[src/rtl/alarm_sequencer.sv]
// rtl/alarm_sequencer.sv - glitch-filtered arm/entry-delay/alarm sequencer with siren timer and event counter
// Optional feature macro: ALARM_BLINK_EN (siren blinks with half-period BLINK_HALF while in ALARM)
module alarm_sequencer #(
    parameter int FILTER_LEN   = 2,
    parameter int DELAY_CYCLES = 8,
    parameter int SIREN_CYCLES = 32,
    parameter int CNT_W        = 8
`ifdef ALARM_BLINK_EN
    ,
    parameter int BLINK_HALF   = 4
`endif
) (
    input  logic             clk,
    input  logic             reset,
    input  logic             alarma_in,
    input  logic             arm,
    input  logic             disarm,
    output logic             siren,
    output logic             armed,
    output logic [1:0]       state,
    output logic [CNT_W-1:0] event_count
);

    typedef enum logic [1:0] {
        S_DISARMED = 2'b00,
        S_ARMED    = 2'b01,
        S_ENTRY    = 2'b10,
        S_ALARM    = 2'b11
    } state_t;

    localparam int FW = $clog2(FILTER_LEN + 1);
    localparam int DW = (DELAY_CYCLES > 1) ? $clog2(DELAY_CYCLES) : 1;
    localparam int TW = (SIREN_CYCLES > 1) ? $clog2(SIREN_CYCLES) : 1;

    localparam logic [FW-1:0] FILT_MAX   = FW'(FILTER_LEN);
    localparam logic [DW-1:0] DELAY_LOAD = DW'(DELAY_CYCLES - 1);
    localparam logic [TW-1:0] SIREN_LOAD = TW'(SIREN_CYCLES - 1);

    state_t           r_state, w_state;
    logic [FW-1:0]    r_filt, w_filt, w_filt_inc;
    logic [DW-1:0]    r_delay, w_delay;
    logic [TW-1:0]    r_timer, w_timer;
    logic [CNT_W-1:0] r_count, w_count;
    logic             r_siren, w_siren;
    logic             r_armed;

`ifdef ALARM_BLINK_EN
    localparam int BW = (BLINK_HALF > 1) ? $clog2(BLINK_HALF) : 1;
    localparam logic [BW-1:0] BLINK_LAST = BW'(BLINK_HALF - 1);
    logic [BW-1:0]    r_blink, w_blink;
`endif

    // Saturating increment of the run of consecutive high samples
    assign w_filt_inc = (r_filt == FILT_MAX) ? r_filt : r_filt + 1'b1;

    // Next-state and next-value logic; disarm outranks timer expiry and trigger
    always_comb begin
        w_state = r_state;
        w_filt  = '0;
        w_delay = r_delay;
        w_timer = r_timer;
        w_count = r_count;
        case (r_state)
            S_DISARMED: begin
                if (arm && !disarm) begin
                    w_state = S_ARMED;
                end
            end
            S_ARMED: begin
                if (disarm) begin
                    w_state = S_DISARMED;
                end else if (alarma_in) begin
                    if (w_filt_inc == FILT_MAX) begin
                        w_state = S_ENTRY;
                        w_delay = DELAY_LOAD;
                    end else begin
                        w_filt = w_filt_inc;
                    end
                end
            end
            S_ENTRY: begin
                if (disarm) begin
                    w_state = S_DISARMED;
                end else if (r_delay == '0) begin
                    w_state = S_ALARM;
                    w_timer = SIREN_LOAD;
                    if (r_count != '1) begin
                        w_count = r_count + 1'b1;
                    end
                end else begin
                    w_delay = r_delay - 1'b1;
                end
            end
            default: begin
                if (disarm) begin
                    w_state = S_DISARMED;
                end else if (r_timer == '0) begin
                    w_state = S_ARMED;
                end else begin
                    w_timer = r_timer - 1'b1;
                end
            end
        endcase

        w_siren = (w_state == S_ALARM);
`ifdef ALARM_BLINK_EN
        // Blink phase restarts high on every ALARM entry
        w_blink = '0;
        if (w_state == S_ALARM && r_state == S_ALARM) begin
            if (r_blink == BLINK_LAST) begin
                w_siren = !r_siren;
            end else begin
                w_blink = r_blink + 1'b1;
                w_siren = r_siren;
            end
        end
`endif
    end

    // State and datapath registers with synchronous reset
    always_ff @(posedge clk) begin
        if (reset) begin
            r_state <= S_DISARMED;
            r_filt  <= '0;
            r_delay <= '0;
            r_timer <= '0;
            r_count <= '0;
            r_siren <= 1'b0;
            r_armed <= 1'b0;
`ifdef ALARM_BLINK_EN
            r_blink <= '0;
`endif
        end else begin
            r_state <= w_state;
            r_filt  <= w_filt;
            r_delay <= w_delay;
            r_timer <= w_timer;
            r_count <= w_count;
            r_siren <= w_siren;
            r_armed <= (w_state != S_DISARMED);
`ifdef ALARM_BLINK_EN
            r_blink <= w_blink;
`endif
        end
    end

    assign siren       = r_siren;
    assign armed       = r_armed;
    assign state       = r_state;
    assign event_count = r_count;

endmodule

[config.mk]
export PLATFORM = sky130hd
export DESIGN_NAME = alarm_sequencer
export DESIGN_NICKNAME = d
export VERILOG_FILES = /design/src/rtl/alarm_sequencer.sv
export SDC_FILE = /design/constraint.sdc
export NUM_CORES = 1
export LEC_CHECK = 0
export BUFFER_PORTS_ARGS = -buffer_cell sky130_fd_sc_hd__buf_2
export CAP_MARGIN = 30
export CORE_AREA = 2 2 55 52
export DETAILED_ROUTE_END_ITERATION = 7
export DIE_AREA = 0 0 57 54
export PLACE_DENSITY_LB_ADDON = 0.12
export SETUP_SLACK_MARGIN = 0.5
export SYNTH_ARGS = -nofsm -noshare
export SYNTH_HDL_FRONTEND = slang
export SYNTH_SLANG_ARGS = --single-unit
[constraint.sdc]
create_clock -name clk -period 1.6 [get_ports clk]
set_input_delay 0.32 -clock clk [delete_from_list [all_inputs] [get_ports clk]]
set_output_delay 0.32 -clock clk [all_outputs]
set_load 0.01 [all_outputs]
==> reports/summary.txt, run 1 <==
Run status: completed
CP Cell Sequence: inv_2, ha_4, and4bb_2, o211ai_1, buf_4, xor2_1, nor2_1
Initial Utilization: 0.468
Terminus of the critical flop-to-flop path: event_count[0]
Max-Cap Viols: 0
Share of flip-flops with an asynchronous set or reset: 0
Worst Hold Path Cells: 3
Setup Skew: 5.96 ps
Fin crit share: 0.870
Per-cell routed wire length: 15.2 um
Area Growth Syn to Fin: 51.2%
Placement Setup Slack: 191 ps
Reg-to-Reg Start: r_delay[0]
GP Congestion: 0.870
Post-Syn Area per Cell: 9.17 um2
Crit end category: register
Minimum clock period: 1390 ps
Seq/Total Area, Yosys: 0.367
Fin worst setup slack: 208 ps
CTS buffer count: 3
Die width: 57 um
Vias per cell: 5.67
FF-to-FF setup slack: 210 ps
Flops & latches, synth: 22
DRC: 0
Root Driver: clkbuf_4
CP peak stage delay: 340 ps
Nets: 191
RSZ-0062 raised after global routing: yes
Syn_nets: 141
Tot Pwr: 0.000916 W
Critical Path Start Type: register
Worst path required time: 1790 ps
# port buffers: 16
Routed Wire Length: 3190 um
IO Count: 17
Pwr dens: 504 nW/um2
Final hold slack: 272 ps
Worst reg2reg path depth: 7
Crit Path Category: reg -> reg
H-tree Lvls: 1
Vias: 1,190
Post-synth EDFFs: 0
Die H: 54 um
Global-route met3 utilization: 0.0337
Met2 Use GR: 0.349
Clock sinks: 22
CTS tree: yes
Hold endpoint: r_filt[0]
GRT overflow: 0
Ys Warns: 0
Initial antenna violation count: 0
Worst IR Drop VDD: 0.525 mV
Hpwl dp: 1900 um
Min-delay src: alarma_in
Peak Freq: 0.718 GHz
Post-synth cell types: 46
Highest-delay cell along the critical path: dfxtp_2
Hold WC Path Type: in -> reg
Predominant post-synthesis flop cell: dfxtp_1
Final hold vios: 0
1st-iter DRT viols: 20
Synthesized area: 1200 um2
Worst-Skew Late Latency: 300 ps
Met1 Use GR: 0.259
Placement row count: 18
Clk pin slew, worst setup/hold paths: 120 ps
P_leak: 0.732 nW
Fin Setup TNS: 0 ps
Largest net degree at the start of global routing: 19
Die Footprint: 3080 um2
Final Setup Violations: 0
CTS Hold Bufs: 0
Final-layout fill cell count: 200
Diodes inserted: 0
First-pass GRT wire length: 4840 um
DR pass1 iterations: 4
GR peak layer: met2
Fin util: 0.708
Cell count after synthesis: 131
ANT nets after route: 0
Tot GR Track Use: 0.204
Layout cell share with drive strength beyond 1: 0.594
Max FO, Critical Path: 4
CTS Buffer Depth: 2
Pins Over Slew Limit: 0
Vias in the first global route: 1,064
Arr. time, crit path: 1590 ps
Core Box Area: 2570 um2
[cells in the final DEF, fill, tap and decap left out, types with 3 or more instances in the layout]
cell type / count
a21oi_1: 6
a31oi_1: 3
buf_2: 6
buf_4: 28
buf_6: 16
clkbuf_4: 3
dfxtp_1: 5
dfxtp_2: 7
dfxtp_4: 10
ha_4: 4
inv_2: 6
nand2_1: 8
nand3_1: 3
nor2_1: 10
nor3_1: 8
nor3_2: 3
o211ai_1: 3
o21a_1: 3
[per-stage QoR]
step                std cells  instance area (um2)
floorplan                 131                 1280
global placement          174                 1370
detailed placement        174                 1370
CTS                       203                 1700
global route              210                 1820
finish                    210                 1820
[how the worst max path moves through the flow]
stage	to	slack, ps	cells past startpoint	start
global placement	event_count[6]	240	6	disarm
global route	event_count[1]	150	7	r_delay[1]
floorplan	event_count[1]	320	5	event_count[1]
CTS	event_count[1]	220	7	r_delay[1]
detailed placement	r_timer[1]	190	6	r_timer[1]
finish	event_count[0]	210	7	r_delay[0]
[worst max-delay path: cells and delay by family, from the launching register on]
kind,cells,cell delay [ps]
DFF,1,340
and+or+nand+nor,2,320
buffers and inverters,2,230
adders and majority gates,1,160
xor gates and xnor gates,1,140
AOI/OAI and AO/OA,1,90
[flip-flops by register name (all words and copies together), names as in the netlist]
signal and flops:
siren 1, r_delay 3, state 2, event_count 8, r_filt 2, armed 1
r_timer 5
[layout make-up]
| type | count | area (um2) | area share |
|---|---|---|---|
| clock buffer | 4 | 26.3 | 0.0145 |
| inverter | 6 | 22.5 | 0.0124 |
| multi-input combinational | 98 | 823 | 0.453 |
| timing repair buffer | 50 | 420 | 0.231 |
| tap | 30 | 37.5 | 0.0207 |
| sequential | 22 | 487 | 0.268 |
[power by group]
| group | total [W] | internal [W] | switching [W] |
|---|---|---|---|
| clock network | 0.000259 | 0.0000970 | 0.000162 |
| logic | 0.000111 | 0.0000576 | 0.0000538 |
| registers | 0.000545 | 0.000539 | 0.00000637 |
[repair_timing]
item                                   4_1_cts  5_1_grt
gates resized for setup                     36       19
setup buffers                               24        7
endpoints found under the hold margin        0        0
pin swaps                                   15       11
cloned                                       1        0
setup endpoints to repair                   28       31
[metal layers]
metal	wire, um	up-vias
met4	46	0
met2	1590	25
li1	-	584
met3	105	6
met1	1450	575
met5	0	-
[kinds of logic after synthesis]
kind of cell,count (synthesis),synth area share
mux,2,0.0177
flops,22,0.367
fa+ha+maj,5,0.0521
buf+inv,11,0.0500
compound gates,31,0.180
simple gates,58,0.323
other cells,1,0.00312
xor+xnor,1,0.00729
[synthesized netlist by cell type, types with 2 or more instances]
| cell type | number | area share |
|---|---|---|
| a211oi_1 | 3 | 0.019 |
| o21a_1 | 3 | 0.019 |
| ha_1 | 5 | 0.052 |
| o211ai_1 | 3 | 0.019 |
| a311oi_1 | 2 | 0.015 |
| o31ai_1 | 2 | 0.012 |
| inv_1 | 6 | 0.019 |
| nand4_1 | 2 | 0.010 |
| a31oi_1 | 3 | 0.016 |
| and3_1 | 2 | 0.010 |
| nor3_4 | 2 | 0.027 |
| nand3b_1 | 2 | 0.012 |
| a21oi_1 | 8 | 0.033 |
| nand2b_4 | 2 | 0.023 |
| nor3_1 | 10 | 0.042 |
| buf_6 | 2 | 0.019 |
| clkbuf_1 | 2 | 0.0063 |
| dfxtp_1 | 22 | 0.37 |
| o21ai_0 | 2 | 0.0083 |
| nand3_1 | 3 | 0.012 |
| nor2_1 | 12 | 0.037 |
| nand2_1 | 9 | 0.028 |
Note: power is estimated with default switching activity, not from simulation.
==> run 2, diff against run 1 <==
Settings changed: MAX_ROUTING_LAYER set to met4.
==> reports/summary.txt, run 2 (same netlist as run 1, synthesis figures left out) <==
Tot GR Track Use: 0.210 (+0.00606)
Combinational share of power: 0.122 (about the same)
Setup Skew: 6.60 ps (+0.642 ps)
CTS Buffer Depth: 2 (unchanged)
CP startpoint: r_delay[0]
Vias per cell: 5.68 (+0.17%)
1st-iter DRT viols: 19 (-5.0%)
DR pass1 iterations: 4 (unchanged)
Final hold slack: 270 ps (-1.35 ps)
Initial Utilization: 0.468 (unchanged)
Die width: 57 um (unchanged)
Final instance area: 1820 um2 (unchanged)
Nets: 191 (unchanged)
Crit Path Category: reg -> reg
Worst IR Drop VDD: 0.524 mV (-0.17%)
Area post-placement: 1370 um2 (unchanged)
Fin util: 0.708 (unchanged)
Core Box Area: 2570 um2 (unchanged)
Commonest cells after routing, fill and taps aside: 28 x buf_4, 16 x buf_6, 10 x nor2_1, 10 x dfxtp_4
Clock sinks: 22 (unchanged)
RSZ-0062 raised after global routing: yes
Arr. time, crit path: 1590 ps (about the same)
Routed Wire Length: 3180 um (-0.35%)
Clock power share: 0.283 (about the same)
Pins Over Slew Limit: 0 (unchanged)
Peak Freq: 0.719 GHz (about the same)
Die H: 54 um (unchanged)
Fin crit share: 0.869 (about the same)
Per-cell routed wire length: 15.1 um (-0.35%)
DRC: 0 (unchanged)
# port buffers: 16 (unchanged)
Clk pin slew, worst setup/hold paths: 120 ps (about the same)
Die Footprint: 3080 um2 (unchanged)
Fin Setup TNS: 0 ps (unchanged)
Root Driver: clkbuf_4
Largest net degree at the start of global routing: 19 (unchanged)
Hpwl dp: 1900 um (unchanged)
Final Setup Violations: 0 (unchanged)
P_leak: 0.732 nW (unchanged)
Tot Pwr: 0.000916 W (about the same)
Vias in the first global route: 1,063 (-0.094%)
Minimum clock period: 1390 ps (-1.25 ps)
Max FO, Critical Path: 4 (unchanged)
ANT nets after route: 0 (unchanged)
CTS tree: yes
Critical Path Start Type: register
IO Count: 17 (unchanged)
Worst-Skew Late Latency: 300 ps (about the same)
Area Growth Syn to Fin: 51.2% (unchanged)
Max-Cap Viols: 0 (unchanged)
GRT overflow: 0 (unchanged)
Sw Pwr: 0.000222 W (about the same)
Hold WC Path Type: in -> reg
Max reg flops: 8 (unchanged)
Worst Hold Path Cells: 3 (unchanged)
Diodes inserted: 0 (unchanged)
Sw Share: 0.243 (about the same)
Worst path required time: 1800 ps (about the same)
Min-delay src: alarma_in
First-pass GRT wire length: 4840 um (unchanged)
Crit end category: register
Reg-to-Reg Start: r_delay[0]
Flop pwr share: 0.595 (about the same)
Run status: completed
Most common cell after layout, fill and taps aside: buf_4
CTS buffer count: 3 (unchanged)
FF-to-FF setup slack: 210 ps (about the same)
Final hold vios: 0 (unchanged)
GP Congestion: 0.884 (+1.6%)
Layout cell share with drive strength beyond 1: 0.594 (unchanged)
Worst reg2reg path depth: 7 (unchanged)
H-tree Lvls: 1 (unchanged)
Initial antenna violation count: 0 (unchanged)
P_int: 0.000693 W (about the same)
Pwr dens: 504 nW/um2 (about the same)
Terminus of the critical flop-to-flop path: event_count[0]
Placement row count: 18 (unchanged)
Vias: 1,192 (+0.17%)
Hold endpoint: r_filt[0]
-- run 2: worst max path at each step --
| stage | to | slack, ps | depth (start not counted) |
|---|---|---|---|
| final | event_count[0] | 210 | 7 |
| after global routing | event_count[1] | 150 | 7 |
| after CTS | event_count[1] | 220 | 7 |
| after detailed placement | r_timer[1] | 190 | 6 |
| after global placement | event_count[6] | 240 | 6 |
| after floorplan | event_count[1] | 320 | 5 |
-- run 2: worst max-delay path, stage by stage (launching register included) --
cell	delay, ps
dfxtp_2	340
inv_2	80
ha_4	160
and4bb_2	270
o211ai_1	90
buf_4	150
xor2_1	140
nor2_1	50
-- run 2: layer usage --
metal  wire (um)  global-route usage  share of wire
met5           0                   -              0
met4          62              0.0853          0.020
met3         109              0.0337          0.034
met2        1570               0.351           0.49
met1        1430               0.257           0.45
-- run 2: cell type report --
class | instances | area [um2]
multi-input combinational | 98 | 823
fill | 200 | 751
sequential | 22 | 487
timing repair buffer | 50 | 420
tap | 30 | 37.5
clock buffer | 4 | 26.3
inverter | 6 | 22.5
-- run 2: power groups by stage --
| stage | clock network, W | registers, W | logic [W] |
|---|---|---|---|
| 2_1_floorplan | 0 | 0.000567 | 0.0000535 |
| 3_3_place_gp | 0 | 0.000571 | 0.0000657 |
| 3_5_place_dp | 0 | 0.000572 | 0.0000688 |
| 4_1_cts | 0.000264 | 0.000545 | 0.0000974 |
| 5_1_grt | 0.000292 | 0.000546 | 0.000120 |
| 6_report | 0.000259 | 0.000545 | 0.000111 |
-- run 2: per-stage QoR --
stage,instances,setup WS [ps]
global placement,174,242
global route,210,155
finish,210,209
CTS,203,216
detailed placement,174,191
floorplan,131,319
-- run 2: timing repair --
| item | CTS | global route |
|---|---|---|
| endpoints found under the setup margin | 28 | 31 |
| pin swaps | 15 | 11 |
| gates cloned | 1 | 0 |
| hold buffers | 0 | 0 |
| resized for setup | 36 | 19 |
| setup buffers | 24 | 7 |
